### src/rtl/csa_stream_accumulator_if.sv
// Operand-in / result-out handshake bundle for csa_stream_accumulator.
//   in_valid/in_ready/in_data/in_last : operand stream into the accumulator
//   out_valid/out_ready/out_data/out_overflow/out_count : resolved result stream
// The slave modport is the accumulator's view; the master modport is the source/sink view.
interface csa_stream_accumulator_if #(
  parameter int unsigned WIDTH   = 32,
  parameter int unsigned ACC_W   = 36,
  parameter int unsigned COUNT_W = 16
);
  logic               in_valid;
  logic               in_ready;
  logic [WIDTH-1:0]   in_data;
  logic               in_last;
  logic               out_valid;
  logic               out_ready;
  logic [ACC_W-1:0]   out_data;
  logic               out_overflow;
  logic [COUNT_W-1:0] out_count;

  modport slave (
    input  in_valid, in_data, in_last, out_ready,
    output in_ready, out_valid, out_data, out_overflow, out_count
  );

  modport master (
    output in_valid, in_data, in_last, out_ready,
    input  in_ready, out_valid, out_data, out_overflow, out_count
  );
endinterface

### src/rtl/csa_stream_accumulator.sv
// Carry-save multi-operand accumulator. Each accepted operand is folded into a
// redundant sum/carry pair with one 3:2 stage; the last operand triggers a single
// carry-propagate add whose result is held behind a valid/ready handshake.
//   clock : rising-edge clock
//   reset : synchronous, active-high; aborts a packet and drops a pending result
//   bus   : slave side of csa_stream_accumulator_if (operand in, result out)
// Bus parameters must be WIDTH, WIDTH+GUARD and COUNT_W respectively.
module csa_stream_accumulator #(
  parameter int unsigned WIDTH   = 32,
  parameter int unsigned GUARD   = 4,
  parameter bit          SIGNED  = 1'b0,
  parameter int unsigned COUNT_W = 16
) (
  input  logic                    clock,
  input  logic                    reset,
  csa_stream_accumulator_if.slave bus
);

  localparam int unsigned ACC_W = WIDTH + GUARD;
  localparam int unsigned SUM_W = ACC_W + 1;
  // Bits above the operand width, set when sign-extending a negative operand.
  localparam logic [ACC_W-1:0] EXT_MASK = ~((ACC_W'(1) << WIDTH) - ACC_W'(1));

  typedef enum logic [1:0] {
    ST_ACCUM   = 2'd0,
    ST_RESOLVE = 2'd1,
    ST_DONE    = 2'd2
  } state_e;

  state_e             state_q, state_d;
  logic [ACC_W-1:0]   s_q, s_d;
  logic [ACC_W-1:0]   c_q, c_d;
  logic [COUNT_W-1:0] count_q, count_d;
  logic               ovf_q, ovf_d;
  logic               in_ready_q, in_ready_d;
  logic               out_valid_q, out_valid_d;
  logic [ACC_W-1:0]   out_data_q, out_data_d;
  logic               out_ovf_q, out_ovf_d;
  logic [COUNT_W-1:0] out_count_q, out_count_d;

  logic [ACC_W-1:0]   x;
  logic [ACC_W-1:0]   maj;
  logic [ACC_W-1:0]   sum;
  logic               cout;
  logic [COUNT_W-1:0] count_inc;
  logic               guard_exceeded;

  // State and datapath registers.
  always_ff @(posedge clock) begin
    if (reset) begin
      state_q     <= ST_ACCUM;
      s_q         <= '0;
      c_q         <= '0;
      count_q     <= '0;
      ovf_q       <= 1'b0;
      in_ready_q  <= 1'b1;
      out_valid_q <= 1'b0;
      out_data_q  <= '0;
      out_ovf_q   <= 1'b0;
      out_count_q <= '0;
    end else begin
      state_q     <= state_d;
      s_q         <= s_d;
      c_q         <= c_d;
      count_q     <= count_d;
      ovf_q       <= ovf_d;
      in_ready_q  <= in_ready_d;
      out_valid_q <= out_valid_d;
      out_data_q  <= out_data_d;
      out_ovf_q   <= out_ovf_d;
      out_count_q <= out_count_d;
    end
  end

  // Next-state, carry-save fold, final resolve and handshake outputs.
  always_comb begin
    x = ACC_W'(bus.in_data);
    if (SIGNED && bus.in_data[WIDTH-1]) begin
      x = x | EXT_MASK;
    end
    maj            = (s_q & c_q) | (s_q & x) | (c_q & x);
    {cout, sum}    = SUM_W'(s_q) + SUM_W'(c_q);
    count_inc      = (count_q == '1) ? count_q : count_q + COUNT_W'(1);
    // Signed mode cannot track wrap exactly; flag once the guard headroom is exceeded.
    guard_exceeded = 64'(count_q) > (64'(1) << GUARD);

    state_d     = state_q;
    s_d         = s_q;
    c_d         = c_q;
    count_d     = count_q;
    ovf_d       = ovf_q;
    out_data_d  = out_data_q;
    out_ovf_d   = out_ovf_q;
    out_count_d = out_count_q;

    unique case (state_q)
      ST_ACCUM: begin
        if (bus.in_valid && in_ready_q) begin
          s_d     = s_q ^ c_q ^ x;
          // Shifted-out top carry is a real overflow of the unsigned sum.
          c_d     = maj << 1;
          ovf_d   = ovf_q | maj[ACC_W-1];
          count_d = count_inc;
          if (bus.in_last) begin
            state_d = ST_RESOLVE;
          end
        end
      end
      ST_RESOLVE: begin
        out_data_d  = sum;
        out_count_d = count_q;
        out_ovf_d   = SIGNED ? guard_exceeded : (ovf_q | cout);
        state_d     = ST_DONE;
      end
      ST_DONE: begin
        if (out_valid_q && bus.out_ready) begin
          s_d     = '0;
          c_d     = '0;
          count_d = '0;
          ovf_d   = 1'b0;
          state_d = ST_ACCUM;
        end
      end
      default: begin
        state_d = ST_ACCUM;
      end
    endcase

    in_ready_d  = (state_d == ST_ACCUM);
    out_valid_d = (state_d == ST_DONE);
  end

  assign bus.in_ready     = in_ready_q;
  assign bus.out_valid    = out_valid_q;
  assign bus.out_data     = out_data_q;
  assign bus.out_overflow = out_ovf_q;
  assign bus.out_count    = out_count_q;

endmodule
### src/flat_wrapper.sv
// flat-port wrapper written by rule: the top's interface ports become plain ports
module csa_stream_accumulator_flat 
#(
  parameter int unsigned WIDTH   = 32,
  parameter int unsigned GUARD   = 4,
  parameter bit          SIGNED  = 1'b0,
  parameter int unsigned COUNT_W = 16
)
  (clock, reset, bus_in_valid, bus_in_data, bus_in_last, bus_out_ready, bus_in_ready, bus_out_valid, bus_out_data, bus_out_overflow, bus_out_count);
  csa_stream_accumulator_if #(.WIDTH(WIDTH), .COUNT_W(COUNT_W)) bus_i ();
  input  logic clock;
  input  logic reset;
  input wire logic [$bits(bus_i.in_valid)-1:0] bus_in_valid;
  input wire logic [$bits(bus_i.in_data)-1:0] bus_in_data;
  input wire logic [$bits(bus_i.in_last)-1:0] bus_in_last;
  input wire logic [$bits(bus_i.out_ready)-1:0] bus_out_ready;
  output wire logic [$bits(bus_i.in_ready)-1:0] bus_in_ready;
  output wire logic [$bits(bus_i.out_valid)-1:0] bus_out_valid;
  output wire logic [$bits(bus_i.out_data)-1:0] bus_out_data;
  output wire logic [$bits(bus_i.out_overflow)-1:0] bus_out_overflow;
  output wire logic [$bits(bus_i.out_count)-1:0] bus_out_count;
  assign bus_i.in_valid = bus_in_valid;
  assign bus_i.in_data = bus_in_data;
  assign bus_i.in_last = bus_in_last;
  assign bus_i.out_ready = bus_out_ready;
  assign bus_in_ready = bus_i.in_ready;
  assign bus_out_valid = bus_i.out_valid;
  assign bus_out_data = bus_i.out_data;
  assign bus_out_overflow = bus_i.out_overflow;
  assign bus_out_count = bus_i.out_count;
  csa_stream_accumulator #(.WIDTH(WIDTH), .GUARD(GUARD), .SIGNED(SIGNED), .COUNT_W(COUNT_W)) u_core (.clock(clock), .reset(reset), .bus(bus_i));
endmodule
### config.mk
export PLATFORM = sky130hd
export DESIGN_NAME = csa_stream_accumulator_flat
export DESIGN_NICKNAME = d
export VERILOG_FILES = /design/src/rtl/csa_stream_accumulator_if.sv /design/src/rtl/csa_stream_accumulator.sv /design/src/flat_wrapper.sv
export SDC_FILE = /design/constraint.sdc
export NUM_CORES = 1
export LEC_CHECK = 0
export ABC_AREA = 0
export CAP_MARGIN = 20
export CORE_MARGIN = 2
export CORE_UTILIZATION = 50
export CTS_BUF_LIST = sky130_fd_sc_hd__clkbuf_8
export DETAILED_ROUTE_END_ITERATION = 8
export GPL_ROUTABILITY_DRIVEN = 1
export HOLD_SLACK_MARGIN = 0.15
export PLACE_DENSITY_LB_ADDON = 0.15
export SKIP_LAST_GASP = 1
export SLEW_MARGIN = 40
export SYNTH_ARGS = -nofsm -noshare
export SYNTH_HDL_FRONTEND = slang
export SYNTH_SLANG_ARGS = --single-unit
export TNS_END_PERCENT = 30
### constraint.sdc
create_clock -name clock -period 5.82 [get_ports clock]
set_input_delay 0.582 -clock clock [delete_from_list [all_inputs] [get_ports clock]]
set_output_delay 0.582 -clock clock [all_outputs]
set_load 0.01 [all_outputs]
Word-level counts from Yosys, hierarchy flattened

Cells that the tools add are included.

Register bits after elaboration: 146
Input port bits: 37
Output and inout port bits: 55
Word-level logic and storage cells: 51

Add/sub/neg operators: 2
Eq/ne operators: 7
Muxes and demuxes: 16
Bitwise gates (word level): 9
Reduce and logical (&&, ||, !) cells: 7

Operators with widths:

| kind                                                                   | count |
|---|---|
| 36-bit one-hot mux with 2 select lines                                 | 2 |
| 36-bit 2-to-1 mux                                                      | 3 |
| 36-bit by 32-bit AND with 36-bit output                                | 2 |
| 36-bit OR                                                              | 2 |
| 16-bit 2-to-1 mux                                                      | 3 |
| 36-bit by 36-bit adder with 37-bit output                              | 1 |
| 36-bit AND                                                             | 1 |
| 36-bit by 32-bit XOR with 36-bit output                                | 1 |
| 36-bit XOR                                                             | 1 |
| 16-bit one-hot mux with 2 select lines                                 | 1 |
| 16-bit by 1-bit adder with 16-bit output (second input constant)       | 1 |
| 16-bit equality test (second input constant)                           | 1 |
| 2-bit 2-to-1 mux                                                       | 3 |
| 2-bit one-hot mux with 3 select lines                                  | 1 |
| 2-bit equality test (second input constant)                            | 2 |
| 2-bit logical NOT                                                      | 2 |
| 2-bit by 1-bit != test with 1-bit output (second input constant)       | 2 |
| 4-bit AND reduction                                                    | 1 |
| 3-bit AND reduction                                                    | 1 |
| 2-bit by 1-bit equality test with 1-bit output (second input constant) | 1 |
| 1-bit logical AND                                                      | 2 |
| 1-bit 2-to-1 mux                                                       | 2 |
| 2-bit != test (second input constant)                                  | 1 |
| 1-bit OR                                                               | 2 |
| other kinds (2)                                                        | 2 |

Depth between registers and ports, before layout

Gate-level depths: netlist of run 1.

Word-level depth: 6
Gate-level depth with buffers: 10
Depth with buffers taken out: 10

Worst setup path before layout of run 1

No wires, ideal clock.

Path kind: flip-flop to flip-flop
From: register u_core.c_q[1]
To: register u_core.out_data_q[35] (netlist: u_core.bus.out_data[35])
Library setup time: 0.092 ns
Arrival time: 2.367 ns
Required time: 5.728 ns
Path slack: 3.361 ns
Cell stages (with the launch flop): 11
Buffers on the path: 0
Period minus slack after synthesis: 2.459 ns
Path through: dfxtp_1 -> ha_1 -> fa_1 -> a21oi_1 -> o22ai_2 -> a31oi_1 -> a21oi_2 -> a211oi_2 -> o31a_1 -> nor4b_1 -> nor4_1

Word-level cells in the longest chain between the ends: 1

Ends and longest elaborated chain:

| element                                   | RTL line                     | source |
|---|---|---|
| start, declared                           | csa_stream_accumulator.sv:32 | `logic [ACC_W-1:0] c_q, c_d;` |
| start signal, assigned                    | csa_stream_accumulator.sv:53 | `c_q <= '0;` |
| start signal, assigned                    | csa_stream_accumulator.sv:64 | `c_q <= c_d;` |
| 36-bit by 36-bit adder with 37-bit output | csa_stream_accumulator.sv:82 | `{cout, sum} = SUM_W'(s_q) + SUM_W'(c_q);` |
| end signal, assigned                      | csa_stream_accumulator.sv:69 | `out_data_q <= out_data_d;` |
| end, declared                             | csa_stream_accumulator.sv:37 | `logic [ACC_W-1:0] out_data_q, out_data_d;` |

No other way between the ends.
A chain may end at the register's enable or synchronous reset.

Worst setup path in the final report of run 1

Same ends and word-level chain as after synthesis.

==> impl_metrics.toml, run 1 <==
[sta]
finalCritPeriodShare = 0.496
fmax_mhz = 346
rsz0062_at_grt = "no"
layout_min_cycle_time_ps = 2890
hold_violations = 0
finalSetupTns_ps = 0
slew_violations = 0
setup-violations-final = 0
relSlewSlack = 0.469
worst_pin_slew_ps = 796
finalClockSkew_ps = 11.2

[floorplan]
dieHeight_um = 128
die_w_um = 128
core_area_sq_mm = 0.0151
die-area_sq_mm = 0.0163
io_pins = 92
rows = 45
initial_core_util = 0.508

[final_layout]
most-common-layout-cells = "dfxtp_1 (145), nor2_1 (125), nand2_1 (115)"
fillers = 1365
layout-area-overhead-vs-synth_pct = 17.8
final_common_cell = "dfxtp_1"
seq_area_sq_mm = 0.00290
antenna_cells = 0
drive_gt1_frac = 0.0528
multi_input_comb_area_sq_mm = 0.00451
nNetsFinal = 1058

[power]
p_comb_frac = 0.151
p_total_uw = 2150
switching_share = 0.298
seq_power_share = 0.497
clock_power_share = 0.352
p_per_area_mw_per_mm2 = 238
netSwitchingPower_uw = 640
p_int_uw = 1510
p_leak_uw = 0.00344
peakVddDrop_v = 0.000177

[detailed_routing]
viasPerCell = 5.63
drtAntennaViolNets = 0
routed_wirelength_um = 17000
drc = 0
dr_total_vias = 6487
firstDrtPassIters = 5
wl_per_cell_um = 14.8
drtIter0Drc = 491

[clocking]
insertion_delay_ps = 450
tritoncts = "built"
postCtsSetupBuffers = 0
htree_levels = 4
cts_sinks = 145
cts.hold.buffers_added = 0
cts_buffers = 17
cts.path.max_buffers = 2
cts_resized = 0
cts-root-buf = "clkbuf_8"
clkTransAtPathRegs_ps = 90

[logic_synthesis]
syn_area_per_cell_sq_um = 8.58
synthDistinctLibCells = 61
ys_seq_area_frac = 0.379
synth_seq_cells = 145
yosysWarnings = 0
syn-num-nets = 999
syn_inst = 893
synth_edf_count = 0
ys_async_sr_fraction = 0
ys.flop_type = "dfxtp_1"
syn-cell-area_sq_mm = 0.00766

[hold_path]
hold_path_class = "reg2reg"

[critical_path]
critPathLaunchType = "flip-flop"
path_class = "reg2reg"
worstPathMaxFanout = 4
end_kind = "flip-flop"
cp_data_required_time_ps = 6190
worstPathArrival_ps = 3260

[placed_design]
hpwl_um = 11800
place_congestion = 0.886
port-buffer-count = 91

[global_route]
grt-ovfl-total = 0
antenna_found_initial = 0
grt_usage = 0.217
grt_pass1_wl_um = 28800
grt_max_degree = 81
grt_pass1_vias = 6045

[outcome]
status = "complete, no violations"

[run]
max_cap_viol_count = 0
[final timing paths]
path                                       startpoint                                   end  slack (ps)  depth (start not counted)
hold reg to reg   u_core.bus.out_data[8]$_SDFFE_PP0N_   u_core.bus.out_data[8]$_SDFFE_PP0N_         450                          2
setup / recovery           u_core.c_q[1]$_SDFFE_PP0P_  u_core.bus.out_data[35]$_SDFFE_PP0N_        2930                         10
setup reg to reg           u_core.c_q[1]$_SDFFE_PP0P_  u_core.bus.out_data[35]$_SDFFE_PP0N_        2930                         10
hold / removal    u_core.bus.out_data[8]$_SDFFE_PP0N_   u_core.bus.out_data[8]$_SDFFE_PP0N_         450                          2
[stage by stage]
| stage | hold WS (ps) | worst slack [ps] | cells | utilization | instance area (sq um) |
|---|---|---|---|---|---|
| global placement | 439 | 3030 | 1121 | 0.574 | 8660 |
| floorplan | 432 | 3360 | 893 | - | 7660 |
| detailed placement | 444 | 2940 | 1121 | 0.574 | 8660 |
| CTS | 456 | 2910 | 1153 | 0.598 | 9020 |
| finish | 452 | 2930 | 1153 | 0.598 | 9030 |
| global route | 471 | 2730 | 1153 | 0.598 | 9030 |
[layout make-up]
class,count,area share
Clock buffer,17,0.0259
Clock inverter,15,0.0148
Inverter,15,0.00624
Multi-Input combinational cell,676,0.499
Sequential cell,145,0.322
Tap cell,188,0.0261
Timing Repair Buffer,97,0.106
[power by group through the flow]
stage / registers [uW] / clock network, uW / logic (uW)
6_report: 1070 / 755 / 325
3_5_place_dp: 1090 / 0 / 325
2_1_floorplan: 1090 / 0 / 223
4_1_cts: 1070 / 777 / 327
3_3_place_gp: 1090 / 0 / 321
5_1_grt: 1080 / 810 / 368
[cells by family after synthesis]
kind of cell	count (synthesis)	share of synthesized area
adder cells (fa/ha/maj)	69	0.144
AND/OR/NAND/NOR	325	0.187
flip-flops	145	0.379
buffers and inverters	72	0.0353
XOR/XNOR	32	0.0366
AO/OA/AOI/OAI	247	0.214
multiplexers	3	0.00392
[routing by layer]
layer	share of wire	GRT usage	up-vias
li1	-	-	3286
met1	0.50	0.305	3076
met2	0.45	0.343	109
met3	0.034	0.0459	16
met4	0.010	0.0524	0
met5	0	0	-
[synth_stat cells (all sizes together) (5+ instances only)]
master	number	area (sq um)
nor3	13	70.1
nand2	115	432
nand3	26	135
buf	5	18.8
a211oi	9	72.6
nor2b	6	37.5
o21bai	5	37.5
dfxtp	145	2900
a22oi	71	533
o21a	9	67.6
clkbuf	52	195
fa	32	641
nand4	9	56.3
a31oi	6	37.5
xnor2	22	193
xor2	10	87.6
and3	8	50.1
a21oi	84	424
nor2	125	469
inv	15	56.3
a21o	14	105
ha	37	463
o21ai	19	98.8
[worst max-delay path, stage by stage (launching register included)]
cell,delay (ps)
dfxtp_1,350
ha_1,250
fa_1,420
a21oi_1,250
o22ai_2,130
a31oi_1,360
a21oi_2,160
a211oi_2,300
o31a_1,240
nor4b_1,80
nor4_1,260
[flip-flops by register name (all words and copies together) (netlist names)]
name and count:
u_core.s_q 36, u_core.state_q 2, u_core.c_q 35, u_core.count_q 16
u_core.bus.out_overflow 1, u_core.bus.out_count 16, u_core.bus.out_valid 1, u_core.ovf_q 1
u_core.bus.out_data 36, u_core.bus.in_ready 1
Note: power is estimated with default switching activity, not from simulation.
==> inputs of run 2 (changes only) <==
Clock period 5.82 ns to 2.6 ns, I/O delays scaled along.
==> run 2 against run 1 <==
Maximum frequency increased by 15%. Sequential cell count unchanged. Total power rose by 130%. Global-route usage increased by 0.85 points. Clock skew hardly changed. Combinational power rose by 140%. Critical path type unchanged.
==> impl_metrics.toml, run 2 (synthesis results as in run 1) <==
[global_route]
grt_pass1_wl_um = 29800
grt-ovfl-total = 0
grt_max_degree = 73
grt_pass1_vias = 6226
grt_usage = 0.225
antenna_found_initial = 0

[placed_design]
place_congestion = 0.902
hpwl_um = 12700
port-buffer-count = 91

[final_layout]
most-common-layout-cells = "dfxtp_1 (145), nor2_1 (124), nand2_1 (115)"
antenna_cells = 0
final_common_cell = "dfxtp_1"
finish.utilization = 0.616
nNetsFinal = 1085
fillers = 1361
drive_gt1_frac = 0.0837
layout-area-overhead-vs-synth_pct = 21.3

[clocking]
cts_buffers = 17
postCtsSetupBuffers = 0
clkTransAtPathRegs_ps = 90
cts_sinks = 145
htree_levels = 4
insertion_delay_ps = 460
cts.path.max_buffers = 2
cts.hold.buffers_added = 0
cts-root-buf = "clkbuf_8"
tritoncts = "built"

[sta]
layout_min_cycle_time_ps = 2520
slew_violations = 0
rsz0062_at_grt = "yes"
finalCritPeriodShare = 0.969
setup-violations-final = 0
fmax_mhz = 397
hold_violations = 0
finalClockSkew_ps = 11.6
worst_pin_slew_ps = 690
relSlewSlack = 0.537

[power]
netSwitchingPower_uw = 1450
clock_power_share = 0.361
seq_power_share = 0.482
p_leak_uw = 0.00358
p_comb_frac = 0.157
peakVddDrop_v = 0.000319
p_total_uw = 4960
switching_share = 0.293
p_int_uw = 3510
p_per_area_mw_per_mm2 = 533

[floorplan]
rows = 45
initial_core_util = 0.508
dieHeight_um = 128
io_pins = 92
die-area_sq_mm = 0.0163
core_area_sq_mm = 0.0151
die_w_um = 128

[critical_path]
worstPathMaxFanout = 4
path_class = "reg2reg"
end_kind = "flip-flop"
worstPathArrival_ps = 2910
critPathLaunchType = "flip-flop"
cp_data_required_time_ps = 2990
rr_worst_depth = 9

[detailed_routing]
firstDrtPassIters = 4
routed_wirelength_um = 17900
viasPerCell = 5.62
wl_per_cell_um = 15.1
drc = 0
drtAntennaViolNets = 0
drtIter0Drc = 476
dr_total_vias = 6632

[run]
max_cap_viol_count = 0

[hold_path]
min_path_cells = 2
hold_path_class = "in2reg"

[outcome]
status = "complete, no violations"
[run 2: changes by cell type in the layout (fill, tap and decap cells not counted), moves of 2 or more]
| cell | change |
|---|---|
| a21oi_1 | -2 |
| buf_12 | +2 |
| buf_4 | +26 |
| a21oi_2 | +2 |
[run 2: what timing repair did]
action	CTS	global route
resized for setup	1	3
pin swaps	0	1
setup endpoints to repair	1	11
[run 2: path summary, 6_finish.rpt]
| kind | endpoint | startpoint | slack, ps |
|---|---|---|---|
| worst max register to register | u_core.bus.out_overflow$_SDFFE_PP0N_ | u_core.c_q[9]$_SDFFE_PP0P_ | 80 |
| worst min register to register | u_core.bus.out_data[9]$_SDFFE_PP0N_ | u_core.bus.out_data[9]$_SDFFE_PP0N_ | 450 |
| worst max-delay path | u_core.bus.out_overflow$_SDFFE_PP0N_ | u_core.c_q[9]$_SDFFE_PP0P_ | 80 |
| worst min-delay path | u_core.s_q[20]$_SDFFE_PP0P_ | reset | 230 |
[run 2: metal layers]
| layer | part of all wire | GRT usage |
|---|---|---|
| met5 | 0 | 0 |
| met4 | 0.013 | 0.0718 |
| met3 | 0.036 | 0.0467 |
| met2 | 0.47 | 0.362 |
| met1 | 0.48 | 0.305 |
[run 2: per-stage QoR]
| step | worst slack [ps] | std cells | instance area [sq um] | hold WS (ps) | TNS (ps) |
|---|---|---|---|---|---|
| 2_1_floorplan | 141 | 893 | 7660 | 431 | 0 |
| 4_1_cts | 9.88 | 1180 | 9280 | 209 | 0 |
| 3_3_place_gp | 68.1 | 1148 | 8880 | 440 | 0 |
| 3_5_place_dp | -16.7 | 1148 | 8880 | 443 | -16.7 |
| 6_report | 80.9 | 1180 | 9290 | 226 | 0 |
| 5_1_grt | -57.1 | 1180 | 9290 | 227 | -135 |
[run 2: final cells by class]
type	count	area, sq um	share of cell area
Multi-Input combinational cell	676	4530	0.487
Sequential cell	145	2900	0.312
Timing Repair Buffer	124	1180	0.127
Tap cell	188	235	0.0253
Clock buffer	17	234	0.0252
Clock inverter	15	159	0.0171
Inverter	15	56.3	0.00606
[run 2: power groups by stage]
| stage | Clock, uW | Combinational, uW | Sequential [uW] |
|---|---|---|---|
| global route | 1920 | 869 | 2410 |
| detailed placement | 0 | 773 | 2440 |
| finish | 1790 | 777 | 2390 |
| floorplan | 0 | 498 | 2430 |
| global placement | 0 | 760 | 2440 |
| CTS | 1830 | 779 | 2390 |
[run 2: critical path, stage by stage, from the launching register on]
cell     delay [ps]
dfxtp_1         340
ha_1            360
nand2_1         120
nor2_2          200
nand3_2         130
o211a_1         280
o31a_1          330
o21a_1          210
o41a_1          380
nor3_2          100
==> inputs of run 3 (changes only) <==
Settings changed: REMOVE_ABC_BUFFERS from default to 1, SETUP_SLACK_MARGIN from default to 0.3.
==> run 3 against run 2 <==
Global-route usage rose by 0.51 points. Non-clock buffer count fell by 2. Count of clock-buffer cells in the layout did not move. Combinational power rose by 6.7%. Register-to-register slack improved by 70 ps. First-iteration DRC count fell by 2.3%. Core utilization rose by 2.9 points. Die area did not move. Maximum frequency rose by 2.8%. Critical path depth rose by 1. Cell area rose by 4.8%. Largest power group unchanged. Highest routed layer unchanged.
==> impl_metrics.toml, run 3 (synthesis results as in run 1) <==
[placed_design]
dp.cells = 1137
dpl_cell_area_sq_mm = 0.00881
place_congestion = 0.839
port-buffer-count = 91
hpwl_um = 12200

[critical_path]
worstPathArrival_ps = 2800
critPathLaunchType = "flip-flop"
cp_data_required_time_ps = 2950
path_class = "reg2reg"
end_kind = "flip-flop"
worstPathMaxFanout = 4

[clocking]
clkTransAtPathRegs_ps = 90
cts_buffers = 17
cts.path.max_buffers = 2
tritoncts = "built"
htree_levels = 4
insertion_delay_ps = 450
cts_sinks = 145
cts-root-buf = "clkbuf_8"

[power]
p_per_area_mw_per_mm2 = 537
p_leak_uw = 0.00359
peakVddDrop_v = 0.000364

[final_layout]
layout-area-overhead-vs-synth_pct = 27.0
most-common-layout-cells = "dfxtp_1 (128), nor2_1 (123), nand2_1 (114)"
nNetsFinal = 1083
stdcell_count = 1178
finish.utilization = 0.645
final_common_cell = "dfxtp_1"
antenna_cells = 0
fin_area_sq_mm = 0.00974
drive_gt1_frac = 0.140

[global_route]
grt_usage = 0.230
antenna_found_initial = 0
grt_pass1_wl_um = 30600
grt_max_degree = 73
grt-ovfl-total = 0
grt_pass1_vias = 6372

[detailed_routing]
drc = 0
drtIter0Drc = 465
wl_per_cell_um = 15.9
dr_total_vias = 6790
firstDrtPassIters = 5
drtAntennaViolNets = 0
viasPerCell = 5.76
routed_wirelength_um = 18700

[run]
max_cap_viol_count = 0

[floorplan]
dieHeight_um = 128
initial_core_util = 0.508
core_area_sq_mm = 0.0151
die-area_sq_mm = 0.0163
die_w_um = 128
rows = 45
io_pins = 92

[sta]
finalClockSkew_ps = 9.00
fmax_mhz = 408
layout_min_cycle_time_ps = 2450
worst_pin_slew_ps = 603
relSlewSlack = 0.598
slew_violations = 0
finalCritPeriodShare = 0.942
hold_violations = 0
rsz0062_at_grt = "yes"
setup-violations-final = 0

[hold_path]
hold_path_class = "in2reg"

[outcome]
status = "complete, no violations"
==> run 3: final cells by class <==
| cell class | instances | area, sq um |
|---|---|---|
| well taps | 188 | 235 |
| fillers | 1292 | 5350 |
| clock inverters | 15 | 211 |
| inverters | 15 | 56.3 |
| multi-input cells | 676 | 4880 |
| clock buffers | 17 | 234 |
| repair buffers | 122 | 1190 |
| flip-flops and latches | 145 | 2930 |
==> run 3: path summary, 6_finish.rpt <==
path / start / endpoint / slack, ps / cells past startpoint
max: u_core.s_q[1]$_SDFFE_PP0P_ / u_core.bus.out_data[35]$_SDFFE_PP0N_ / 150 / 10
min: reset / u_core.c_q[32]$_SDFFE_PP0P_ / 210 / 2
min reg2reg: u_core.bus.out_data[10]$_SDFFE_PP0N_ / u_core.bus.out_data[10]$_SDFFE_PP0N_ / 450 / 2
max reg2reg: u_core.s_q[1]$_SDFFE_PP0P_ / u_core.bus.out_data[35]$_SDFFE_PP0N_ / 150 / 10
==> run 3: where the power goes <==
| part | leakage, uW | internal, uW | switching [uW] | total [uW] |
|---|---|---|---|---|
| Combinational | 0.00218 | 371 | 458 | 829 |
| Clock | 0.000225 | 1060 | 934 | 1990 |
| Sequential | 0.00118 | 2310 | 101 | 2410 |
==> run 3: per-stage QoR <==
| stage | setup TNS [ps] | setup slack [ps] | total power (uW) | hold slack, ps |
|---|---|---|---|---|
| 3_5_place_dp | -79.5 | -79.5 | 3210 | 443 |
| 2_1_floorplan | -152370 | -2070 | 2890 | 329 |
| 5_1_grt | 0 | 18.5 | 5470 | 206 |
| 3_3_place_gp | 0 | 11.2 | 3190 | 439 |
| 6_report | 0 | 150 | 5230 | 210 |
| 4_1_cts | 0 | 164 | 5210 | 191 |
==> run 3: critical path, cell delays in order (launching register included) <==
cell      delay (ps)
dfxtp_2          340
ha_4             160
fa_2             390
a21oi_4          190
o22ai_4          120
a31oi_4          180
a21oi_2           90
a211oi_2         260
o31a_1           230
nor4b_1           70
nor4_1           310
==> run 3: per-layer routing <==
| metal | wire (um) | global-route usage | vias up |
|---|---|---|---|
| li1 | - | - | 3332 |
| met1 | 8580 | 0.305 | 3262 |
| met2 | 8950 | 0.376 | 171 |
| met3 | 809 | 0.0459 | 25 |
| met4 | 366 | 0.0821 | 0 |
| met5 | 0 | 0 | - |
==> run 3: what timing repair did <==
item,in CTS,in global routing
pin swaps,17,18
buffers inserted,5,4
hold buffers,0,0
gates cloned,0,0
setup endpoints to repair,22,35
resized for setup,32,50
